### src/rtl/pipeline_pkg.sv
// Shared definitions for the pipeline stall/flush controller: action encodings
// and the branch/jump opcode constants used by the ID-stage decode.
package pipeline_pkg;

  typedef enum logic [1:0] {
    ST_RUN      = 2'b00,
    ST_STALL    = 2'b01,
    ST_WAIT     = 2'b10,
    ST_REDIRECT = 2'b11
  } state_t;

  localparam logic [6:0] bOp    = 7'h63;
  localparam logic [6:0] jalrOp = 7'h67;

endpackage

### src/rtl/pipeline_control_if.sv
// Request inputs, stage enables/flushes and status counters of the controller.
// master = pipeline side raising requests, slave = the controller itself.
interface pipeline_control_if #(parameter int CNT_W = 32);

  logic             nop;
  logic             branchTaken;
  logic             memBusy;
  logic             counterClear;
  logic             pcWrite;
  logic             IF_ID_write;
  logic             IF_ID_flush;
  logic             ID_EX_write;
  logic             ID_EX_flush;
  logic             EX_MEM_write;
  logic             MEM_WB_write;
  logic [1:0]       state;
  logic             hazardError;
  logic [CNT_W-1:0] stallCycles;
  logic [CNT_W-1:0] flushCount;
  logic [CNT_W-1:0] memWaitCycles;
  logic [CNT_W-1:0] cycleCount;

  modport master (
    output nop, branchTaken, memBusy, counterClear,
    input  pcWrite, IF_ID_write, IF_ID_flush, ID_EX_write, ID_EX_flush,
           EX_MEM_write, MEM_WB_write, state, hazardError,
           stallCycles, flushCount, memWaitCycles, cycleCount
  );

  modport slave (
    input  nop, branchTaken, memBusy, counterClear,
    output pcWrite, IF_ID_write, IF_ID_flush, ID_EX_write, ID_EX_flush,
           EX_MEM_write, MEM_WB_write, state, hazardError,
           stallCycles, flushCount, memWaitCycles, cycleCount
  );

endinterface

### src/rtl/pipeline_control_sat_counter.sv
// Saturating up-counter with a synchronous clear that takes priority over
// the increment; holds at all-ones instead of wrapping.
module sat_counter #(
  parameter int W = 32
) (
  input  logic         clock,
  input  logic         reset,
  input  logic         i_inc,
  input  logic         i_clear,
  output logic [W-1:0] o_count
);

  logic [W-1:0] r_count;

  // Count register: clear first, then increment unless already saturated
  always_ff @(posedge clock or negedge reset) begin
    if (!reset) begin
      r_count <= {W{1'b0}};
    end else if (i_clear) begin
      r_count <= {W{1'b0}};
    end else if (i_inc && (r_count != {W{1'b1}})) begin
      r_count <= r_count + W'(1);
    end else begin
      r_count <= r_count;
    end
  end

  assign o_count = r_count;

endmodule

### src/rtl/pipeline_control.sv
// Central stall/flush controller: combinational stage enables from a fixed
// priority action decode, plus registered action, stall watchdog and counters.
module pipeline_control
  import pipeline_pkg::*;
#(
  parameter int CNT_W     = 32,
  parameter int MAX_STALL = 4
) (
  input  logic              clock,
  input  logic              reset,
  pipeline_control_if.slave bus
);

  localparam int NR_W = $clog2(MAX_STALL + 1);
  localparam logic [NR_W-1:0] NR_MAX = NR_W'(MAX_STALL);

  state_t          w_action;
  state_t          r_state;
  logic [NR_W-1:0] r_nop_run;
  logic [NR_W-1:0] w_nop_run_next;
  logic            r_hazard_error;
  logic [6:0]      w_ctrl;

  // Action decode: memory busy freezes everything, hazard stall beats redirect
  always_comb begin
    w_action = ST_RUN;
    if (bus.memBusy) begin
      w_action = ST_WAIT;
    end else if (bus.nop) begin
      w_action = ST_STALL;
    end else if (bus.branchTaken) begin
      w_action = ST_REDIRECT;
    end else begin
      w_action = ST_RUN;
    end
  end

  // Stage controls {pcW, IFIDw, IFIDf, IDEXw, IDEXf, EXMEMw, MEMWBw}, gated by reset
  always_comb begin
    w_ctrl = 7'b000_0000;
    if (reset) begin
      case (w_action)
        ST_WAIT:     w_ctrl = 7'b000_0000;
        ST_STALL:    w_ctrl = 7'b000_1111;
        ST_REDIRECT: w_ctrl = 7'b111_1011;
        ST_RUN:      w_ctrl = 7'b110_1011;
        default:     w_ctrl = 7'b000_0000;
      endcase
    end else begin
      w_ctrl = 7'b000_0000;
    end
  end

  assign {bus.pcWrite, bus.IF_ID_write, bus.IF_ID_flush, bus.ID_EX_write,
          bus.ID_EX_flush, bus.EX_MEM_write, bus.MEM_WB_write} = w_ctrl;

  // Watchdog run length: a memory wait pauses it rather than breaking the run
  always_comb begin
    w_nop_run_next = r_nop_run;
    case (w_action)
      ST_STALL: w_nop_run_next = (r_nop_run == NR_MAX) ? r_nop_run : r_nop_run + NR_W'(1);
      ST_WAIT:  w_nop_run_next = r_nop_run;
      default:  w_nop_run_next = {NR_W{1'b0}};
    endcase
  end

  // Action state and sticky watchdog, cleared only by reset
  always_ff @(posedge clock or negedge reset) begin
    if (!reset) begin
      r_state        <= ST_RUN;
      r_nop_run      <= {NR_W{1'b0}};
      r_hazard_error <= 1'b0;
    end else begin
      r_state        <= w_action;
      r_nop_run      <= w_nop_run_next;
      r_hazard_error <= r_hazard_error | (w_nop_run_next == NR_MAX);
    end
  end

  assign bus.state       = r_state;
  assign bus.hazardError = r_hazard_error;

  sat_counter #(.W(CNT_W)) u_cycle (
    .clock(clock), .reset(reset), .i_inc(1'b1),
    .i_clear(bus.counterClear), .o_count(bus.cycleCount)
  );

  sat_counter #(.W(CNT_W)) u_stall (
    .clock(clock), .reset(reset), .i_inc(w_action == ST_STALL),
    .i_clear(bus.counterClear), .o_count(bus.stallCycles)
  );

  sat_counter #(.W(CNT_W)) u_memwait (
    .clock(clock), .reset(reset), .i_inc(w_action == ST_WAIT),
    .i_clear(bus.counterClear), .o_count(bus.memWaitCycles)
  );

  sat_counter #(.W(CNT_W)) u_flush (
    .clock(clock), .reset(reset), .i_inc(w_action == ST_REDIRECT),
    .i_clear(bus.counterClear), .o_count(bus.flushCount)
  );

endmodule

### src/flat_wrapper.sv
// flat-port wrapper written by rule: the top's interface ports become plain ports
module pipeline_control_flat import pipeline_pkg::*;
#(
  parameter int CNT_W     = 32,
  parameter int MAX_STALL = 4
)
  (clock, reset, bus_nop, bus_branchTaken, bus_memBusy, bus_counterClear, bus_pcWrite, bus_IF_ID_write, bus_IF_ID_flush, bus_ID_EX_write, bus_ID_EX_flush, bus_EX_MEM_write, bus_MEM_WB_write, bus_state, bus_hazardError, bus_stallCycles, bus_flushCount, bus_memWaitCycles, bus_cycleCount);
  pipeline_control_if #(.CNT_W(CNT_W)) bus_i ();
  input  logic clock;
  input  logic reset;
  input wire logic [$bits(bus_i.nop)-1:0] bus_nop;
  input wire logic [$bits(bus_i.branchTaken)-1:0] bus_branchTaken;
  input wire logic [$bits(bus_i.memBusy)-1:0] bus_memBusy;
  input wire logic [$bits(bus_i.counterClear)-1:0] bus_counterClear;
  output wire logic [$bits(bus_i.pcWrite)-1:0] bus_pcWrite;
  output wire logic [$bits(bus_i.IF_ID_write)-1:0] bus_IF_ID_write;
  output wire logic [$bits(bus_i.IF_ID_flush)-1:0] bus_IF_ID_flush;
  output wire logic [$bits(bus_i.ID_EX_write)-1:0] bus_ID_EX_write;
  output wire logic [$bits(bus_i.ID_EX_flush)-1:0] bus_ID_EX_flush;
  output wire logic [$bits(bus_i.EX_MEM_write)-1:0] bus_EX_MEM_write;
  output wire logic [$bits(bus_i.MEM_WB_write)-1:0] bus_MEM_WB_write;
  output wire logic [$bits(bus_i.state)-1:0] bus_state;
  output wire logic [$bits(bus_i.hazardError)-1:0] bus_hazardError;
  output wire logic [$bits(bus_i.stallCycles)-1:0] bus_stallCycles;
  output wire logic [$bits(bus_i.flushCount)-1:0] bus_flushCount;
  output wire logic [$bits(bus_i.memWaitCycles)-1:0] bus_memWaitCycles;
  output wire logic [$bits(bus_i.cycleCount)-1:0] bus_cycleCount;
  assign bus_i.nop = bus_nop;
  assign bus_i.branchTaken = bus_branchTaken;
  assign bus_i.memBusy = bus_memBusy;
  assign bus_i.counterClear = bus_counterClear;
  assign bus_pcWrite = bus_i.pcWrite;
  assign bus_IF_ID_write = bus_i.IF_ID_write;
  assign bus_IF_ID_flush = bus_i.IF_ID_flush;
  assign bus_ID_EX_write = bus_i.ID_EX_write;
  assign bus_ID_EX_flush = bus_i.ID_EX_flush;
  assign bus_EX_MEM_write = bus_i.EX_MEM_write;
  assign bus_MEM_WB_write = bus_i.MEM_WB_write;
  assign bus_state = bus_i.state;
  assign bus_hazardError = bus_i.hazardError;
  assign bus_stallCycles = bus_i.stallCycles;
  assign bus_flushCount = bus_i.flushCount;
  assign bus_memWaitCycles = bus_i.memWaitCycles;
  assign bus_cycleCount = bus_i.cycleCount;
  pipeline_control #(.CNT_W(CNT_W), .MAX_STALL(MAX_STALL)) u_core (.clock(clock), .reset(reset), .bus(bus_i));
endmodule
### config.mk
export PLATFORM = sky130hd
export DESIGN_NAME = pipeline_control_flat
export DESIGN_NICKNAME = d
export VERILOG_FILES = /design/src/rtl/pipeline_pkg.sv /design/src/rtl/pipeline_control_if.sv /design/src/rtl/pipeline_control_sat_counter.sv /design/src/rtl/pipeline_control.sv /design/src/flat_wrapper.sv
export SDC_FILE = /design/constraint.sdc
export NUM_CORES = 1
export LEC_CHECK = 0
export BUFFER_PORTS_ARGS = -buffer_cell sky130_fd_sc_hd__buf_4
export CELL_PAD_IN_SITES_DETAIL_PLACEMENT = 1
export CELL_PAD_IN_SITES_GLOBAL_PLACEMENT = 1
export CORE_MARGIN = 2
export CORE_UTILIZATION = 30
export DETAILED_ROUTE_END_ITERATION = 6
export GPL_TIMING_DRIVEN = 0
export PLACE_DENSITY = 0.68
export REMOVE_ABC_BUFFERS = 1
export SETUP_SLACK_MARGIN = 0.15
export SLEW_MARGIN = 20
export SYNTH_ARGS = -nofsm -noshare
export SYNTH_HDL_FRONTEND = slang
export SYNTH_SLANG_ARGS = --single-unit
### constraint.sdc
create_clock -name clock -period 2.8 [get_ports clock]
set_input_delay 0.56 -clock clock [delete_from_list [all_inputs] [get_ports clock]]
set_output_delay 0.56 -clock clock [all_outputs]
set_load 0.03 [all_outputs]
Word-level counts from Yosys, hierarchy flattened --
Cells that the tools add are included.
Word-level totals: register bits after elaboration 134, input port bits 6, output and inout port bits 138, word-level logic and storage cells 45
Cells by class: add/subtract/negate cells 5, eq/ne operators 9, mux-type cells 15, bitwise gates (word level) 1, reductions and logical operators 8
Operator list (count):
- 2-to-1 mux 32 bit | 8
- adder 32 x 1 -> 32 bit, second input constant | 4
- inequality test 32 bit, second input constant | 4
- case mux 7 bit (4 select lines) | 1
- nonzero test 2 bit | 4
- 2-to-1 mux 7 bit | 1
- equality test 3 bit, second input constant | 2
- 2-to-1 mux 2 bit | 3
- case mux 3 bit (2 select lines) | 1
- equality test 2 bit, second input constant | 2
- adder 3 x 1 -> 3 bit, second input constant | 1
- logical AND 1 bit | 3
- 2-to-1 mux 3 bit | 1
- equality test 2 x 1 -> 1 bit, second input constant | 1
- zero test 2 bit | 1
- OR 1 bit | 1

Logic depth before layout (Yosys ltp) --
depth in word-level cells 7, depth in mapped cells 11, gate-level depth less buffers 9

By module --
A second synthesis with hierarchy kept.
Unflattened totals: cells, all modules 831, area total of the unflattened synthesis 7802.5 sq um
By module, submodules not included:
- sat_counter (u_core.u_cycle ...) | times used 3, cells each 198, area each 1854.3 sq um, sequential area each 800.8 sq um
- sat_counter (u_core.u_flush) | times used 1, cells each 194, area each 1810.5 sq um, sequential area each 800.8 sq um
- pipeline_control | times used 1, cells each 43, area each 429.2 sq um, sequential area each 150.1 sq um

Worst setup path before layout --
No wires, ideal clock.
path type input port to output port, from input port bus_branchTaken, to output port bus_pcWrite, arrival 1.884 ns, setup slack 0.356 ns, stages 5, buffers on the path 1, cell sequence nor2_1 -> nor2_1 -> ha_1 -> nor2b_1 -> buf_4
Between the ends: word-level cells in the longest chain between the ends 6
Ends and longest elaborated chain:
- from (decl) | RTL line flat_wrapper.sv:12 | input wire logic [$bits(bus_i.branchTaken)-1:0] bus_branchTaken;
- 2-to-1 mux 2 bit (*) | RTL line pipeline_control.sv:31 | end else if (bus.branchTaken) begin
- 2-to-1 mux 2 bit (*) | RTL line pipeline_control.sv:29 | end else if (bus.nop) begin
- 2-to-1 mux 2 bit (*) | RTL line pipeline_control.sv:27 | if (bus.memBusy) begin
- named net u_core.w_action[0] | RTL line pipeline_control.sv:17 | state_t w_action;
- equality test 2 bit, or another cell as far along | RTL line pipeline_control.sv:42 | case (w_action)
- case mux 7 bit (4 select lines) (*) | RTL line pipeline_control.sv:42
- 2-to-1 mux 7 bit (*) | RTL line pipeline_control.sv:41 | if (reset) begin
- to (decl) | RTL line flat_wrapper.sv:15 | output wire logic [$bits(bus_i.pcWrite)-1:0] bus_pcWrite;
The timed path passes the listed nets; every way through them passes the cells marked *.

Final worst setup path --
from register u_core.u_flush.r_count[17], in the netlist u_core.u_flush.o_count[17], to register u_core.u_flush.r_count[1], in the netlist u_core.u_flush.o_count[1]
Between the ends: word-level cells in the longest chain between the ends 3
Ends and longest elaborated chain:
- from (decl) | RTL line pipeline_control_sat_counter.sv:13 | logic [W-1:0] r_count;
- from (signal assigned) | RTL line pipeline_control_sat_counter.sv:18 | r_count <= {W{1'b0}};
- from (signal assigned) | RTL line pipeline_control_sat_counter.sv:20 | r_count <= {W{1'b0}};
- from (signal assigned) | RTL line pipeline_control_sat_counter.sv:22 | r_count <= r_count + W'(1);
- inequality test 32 bit | RTL line pipeline_control_sat_counter.sv:21 | end else if (i_inc && (r_count != {W{1'b1}})) begin
- logical AND 1 bit | RTL line pipeline_control_sat_counter.sv:21
- nonzero test 2 bit (no line)
No other way between the ends. A chain may end at the register's enable or synchronous reset.

==> out/results.txt <==
Outcome: complete, no violations
Clock tree sinks: 134
Buf+Inv Stages, Crit Path: 1
Routability Congestion: 0.7618
Crit Reg-Reg Endpoint: u_core.u_flush.o_count[1]
Max Cap Viol: 0
Minimum clock period: 2.486 ns
Final Non-Filler Cells: 1311
Routed len/inst: 17.59 µm
Post-route ant nets: 0
R2R setup slack: 0.31 ns
Hold Path Class: in -> async
Remaining Overflow, GRT: 0
Via density: 5.484
Clock root cell: clkbuf_16
Top post-synthesis cells by area: dfrtp_1 44%, a21oi_1 4.9%, or3_1 4.0%
Post-synth EDFFs: 0
Worst-Margin Slew: 1.092 ns
Worst R2R Start: u_core.u_flush.o_count[17]
Max Clk Rate: 0.4023 GHz
Ys Warns: 0
Clock Pin Slew Worst Setup and Hold Paths: 0.06 ns
Via count: 7189
Slew margin rel.: 26.83%
Flops & latches, synth: 134
Top Ports: 144
Core area: 24960 µm²
Port-buffer cells: 143
Final Worst Setup Slack: 0.3140 ns
CTS tree: yes
DP Worst Slack: -0.3188 ns
Max incr delay on CP: 0.90 ns
Post-CTS Hold Buffers: 0
FFs w/ async S/R, synth: 100.0%
Cells along the critical path: nand4_2 > or4_1 > o31ai_4 > buf_4 > mux2i_1 > nor2_1
Worst VDD drop: 0.2675 mV
Fin nets: 985
Fin. max-slew vios: 0
Num rows: 58
HPWL after DPL: 15.52 mm
Post-synth cell types: 58
Drt first-iter violations: 409
Worst clock skew: 0.01204 ns
Die ar.: 26550 µm²
H-tree depth: 4
Die Wd: 163.0 µm
Hold Vio Cnt, Final: 0
Initial antenna violation count: 0
Synth Cell Area: 7580 µm²
Area share of the largest cell type after synthesis: 44.24%
WP data arrival: 2.78 ns
Area grow syn2layout: 27.62%
Largest net degree at the start of global routing: 84
Share of layout cells above drive strength 1: 21.10%
RSZ-0062 raised after global routing: yes
Register area share after synthesis: 44.24%
Setup TNS: 0 ns
First-pass GRT wire length: 38.09 mm
Reg2Reg Depth: 6
Tot GR Track Use: 17.66%
Setup Crit Path Kind: reg -> reg
Power density cells: 476.5 nW/µm²
Vias in the first global route: 7250
Effective utilization at floorplan: 30.36%
Tcrit/Tclk final: 88.79%
Crit path launch type: flop
Worst path required time: 3.09 ns
CP endpoint kind: flop
Placed Cells: 1269
Avg Inst Size Synth: 9.110 µm²
Final setup violation count: 0
Clk Latency, worst-skew pair: 0.43 ns
Worst-path fanout max: 11
N_diodes: 0
Clock Path Buffers: 2
Die Height: 163.0 µm
Pleak: 3.913 nW
Crit-path leading delay family: simple AND/OR/NAND/NOR gates
# DRC: 0
Num CTS Buffers: 17
Mapped Cells: 832
CP max-delay cell: or4_1
Final wirelength: 23.06 mm
Synth area leader: dfrtp_1
Most used DFF post-synth: dfrtp_1
DRT Pass-1 Iters: 5
[synthesized netlist by cell type, types with 2 or more instances]
cell type and instances:
o21ai_1 15, a31oi_1 2, nand2_1 50, o311ai_0 2, o31ai_1 23, nand4_2 2
or4_1 26, o21ai_0 29, nand3_1 54, ha_1 11, nand4_1 40, nand3b_1 2
a21o_1 2, xor2_1 22, mux2_1 5, dfrtp_1 134, clkbuf_1 23, nor3_1 12
inv_1 22, or2_2 5, a21oi_1 74, buf_4 4, or3_1 49, buf_2 7
a211oi_1 7, buf_6 2, mux2i_1 4, o211ai_1 9, or4b_1 3, and3_1 17
o2111ai_1 5, xnor2_1 20, and2_1 5, nor3_2 2, nor4_1 19, and4_1 17
o41ai_1 5, nor2_1 76, nor2b_1 7
[area by class of cell]
cell class | count | area (µm²)
Fill cell | 2920 | 15290
Multi-Input combinational cell | 639 | 3990
Sequential cell | 134 | 3353
Timing Repair Buffer | 154 | 1225
Clock buffer | 20 | 456.7
Tap cell | 330 | 412.9
Clock inverter | 12 | 152.6
Inverter | 22 | 82.58
[per-layer routing]
layer	GRT usage (%)	wire length [µm]	part of all wire (%)
met4	4.586	263	1.1
met3	3.845	1062	4.6
met5	0	0	0
met1	23.54	10790	47
met2	29.08	10940	47
[logic make-up (layout without fill, tap and decap cells)]
group                      count (synthesis)  count (layout)  synth area share, %
AOI/OAI and AO/OA                        186             187                15.57
xor gates and xnor gates                  42              42                4.853
adders and majority gates                 11              11                1.816
buffers and inverters                     60             208                3.697
DFF                                      134             134                44.24
muxes                                      9               9                1.271
and+or+nand+nor                          390             390                28.56
[layout by cell type, fill, tap and decap left out, types with 4 or more instances in the layout]
cell type and instances:
a21oi_1 74, buf_4 149, mux2_1 5, o21ai_0 29, and2_1 5, nor2_1 75
ha_1 11, clkbuf_16 18, o21ai_1 15, clkinv_2 4, or4_1 25, or3_1 49
o2111ai_1 5, nand2_1 50, nor3_1 12, clkinv_4 4, and4_1 17, or2_2 5
mux2i_1 4, o211ai_1 9, o31ai_1 23, nand3_1 54, nor2b_1 7, nand4_1 40
nor4_1 18, and3_1 17, xnor2_1 20, xor2_1 22, a211oi_1 7, dfrtp_1 134
o41ai_1 5, inv_1 22
[power breakdown]
group / switching [mW] / internal (mW) / total [mW]
combinational: 0.190 / 0.0800 / 0.270
sequential: 0.0167 / 1.95 / 1.97
clock: 0.924 / 1.45 / 2.37
total: 1.13 / 3.48 / 4.61
[sequential cells by signal (all words and copies together), names as in the netlist]
name                      flops
u_core.u_cycle.o_count       32
u_core.u_flush.o_count       32
u_core.u_memwait.o_count     32
u_core.u_stall.o_count       32
u_core.r_nop_run              3
u_core.bus.state              2
u_core.bus.hazardError        1
[metrics by stage]
stage	hold slack [ns]	util, %	power, mW	instance area (µm²)
floorplan	0.2644	-	2.104	7382
global placement	0.4662	35.53	2.243	8869
detailed placement	0.4712	35.79	2.258	8935
CTS	0.05539	38.42	4.676	9592
global route	0.07758	38.75	4.785	9673
finish	0.05673	38.75	4.609	9673
[worst max-delay path by stage]
stage	start	end	slack [ns]	cells past startpoint
after CTS	u_core.u_flush.o_count[17]	u_core.u_flush.o_count[27]	0.07	5
final	u_core.u_flush.o_count[17]	u_core.u_flush.o_count[1]	0.31	6
after global placement	reset	bus_pcWrite	-0.48	3
after floorplan	u_core.u_flush.o_count[18]	u_core.u_flush.o_count[27]	0.22	5
after global routing	u_core.u_stall.o_count[0]	u_core.u_stall.o_count[3]	0.14	6
after detailed placement	bus_memBusy	u_core.u_flush.o_count[29]	-0.32	7
[repair_timing]
item                                    CTS  global route
pin swaps                                 2             2
buffers inserted                          3             5
resized for setup                         3             3
endpoints found under the setup margin   34            30
cloned                                    1             1
Power figures use the tool's default switching activity.
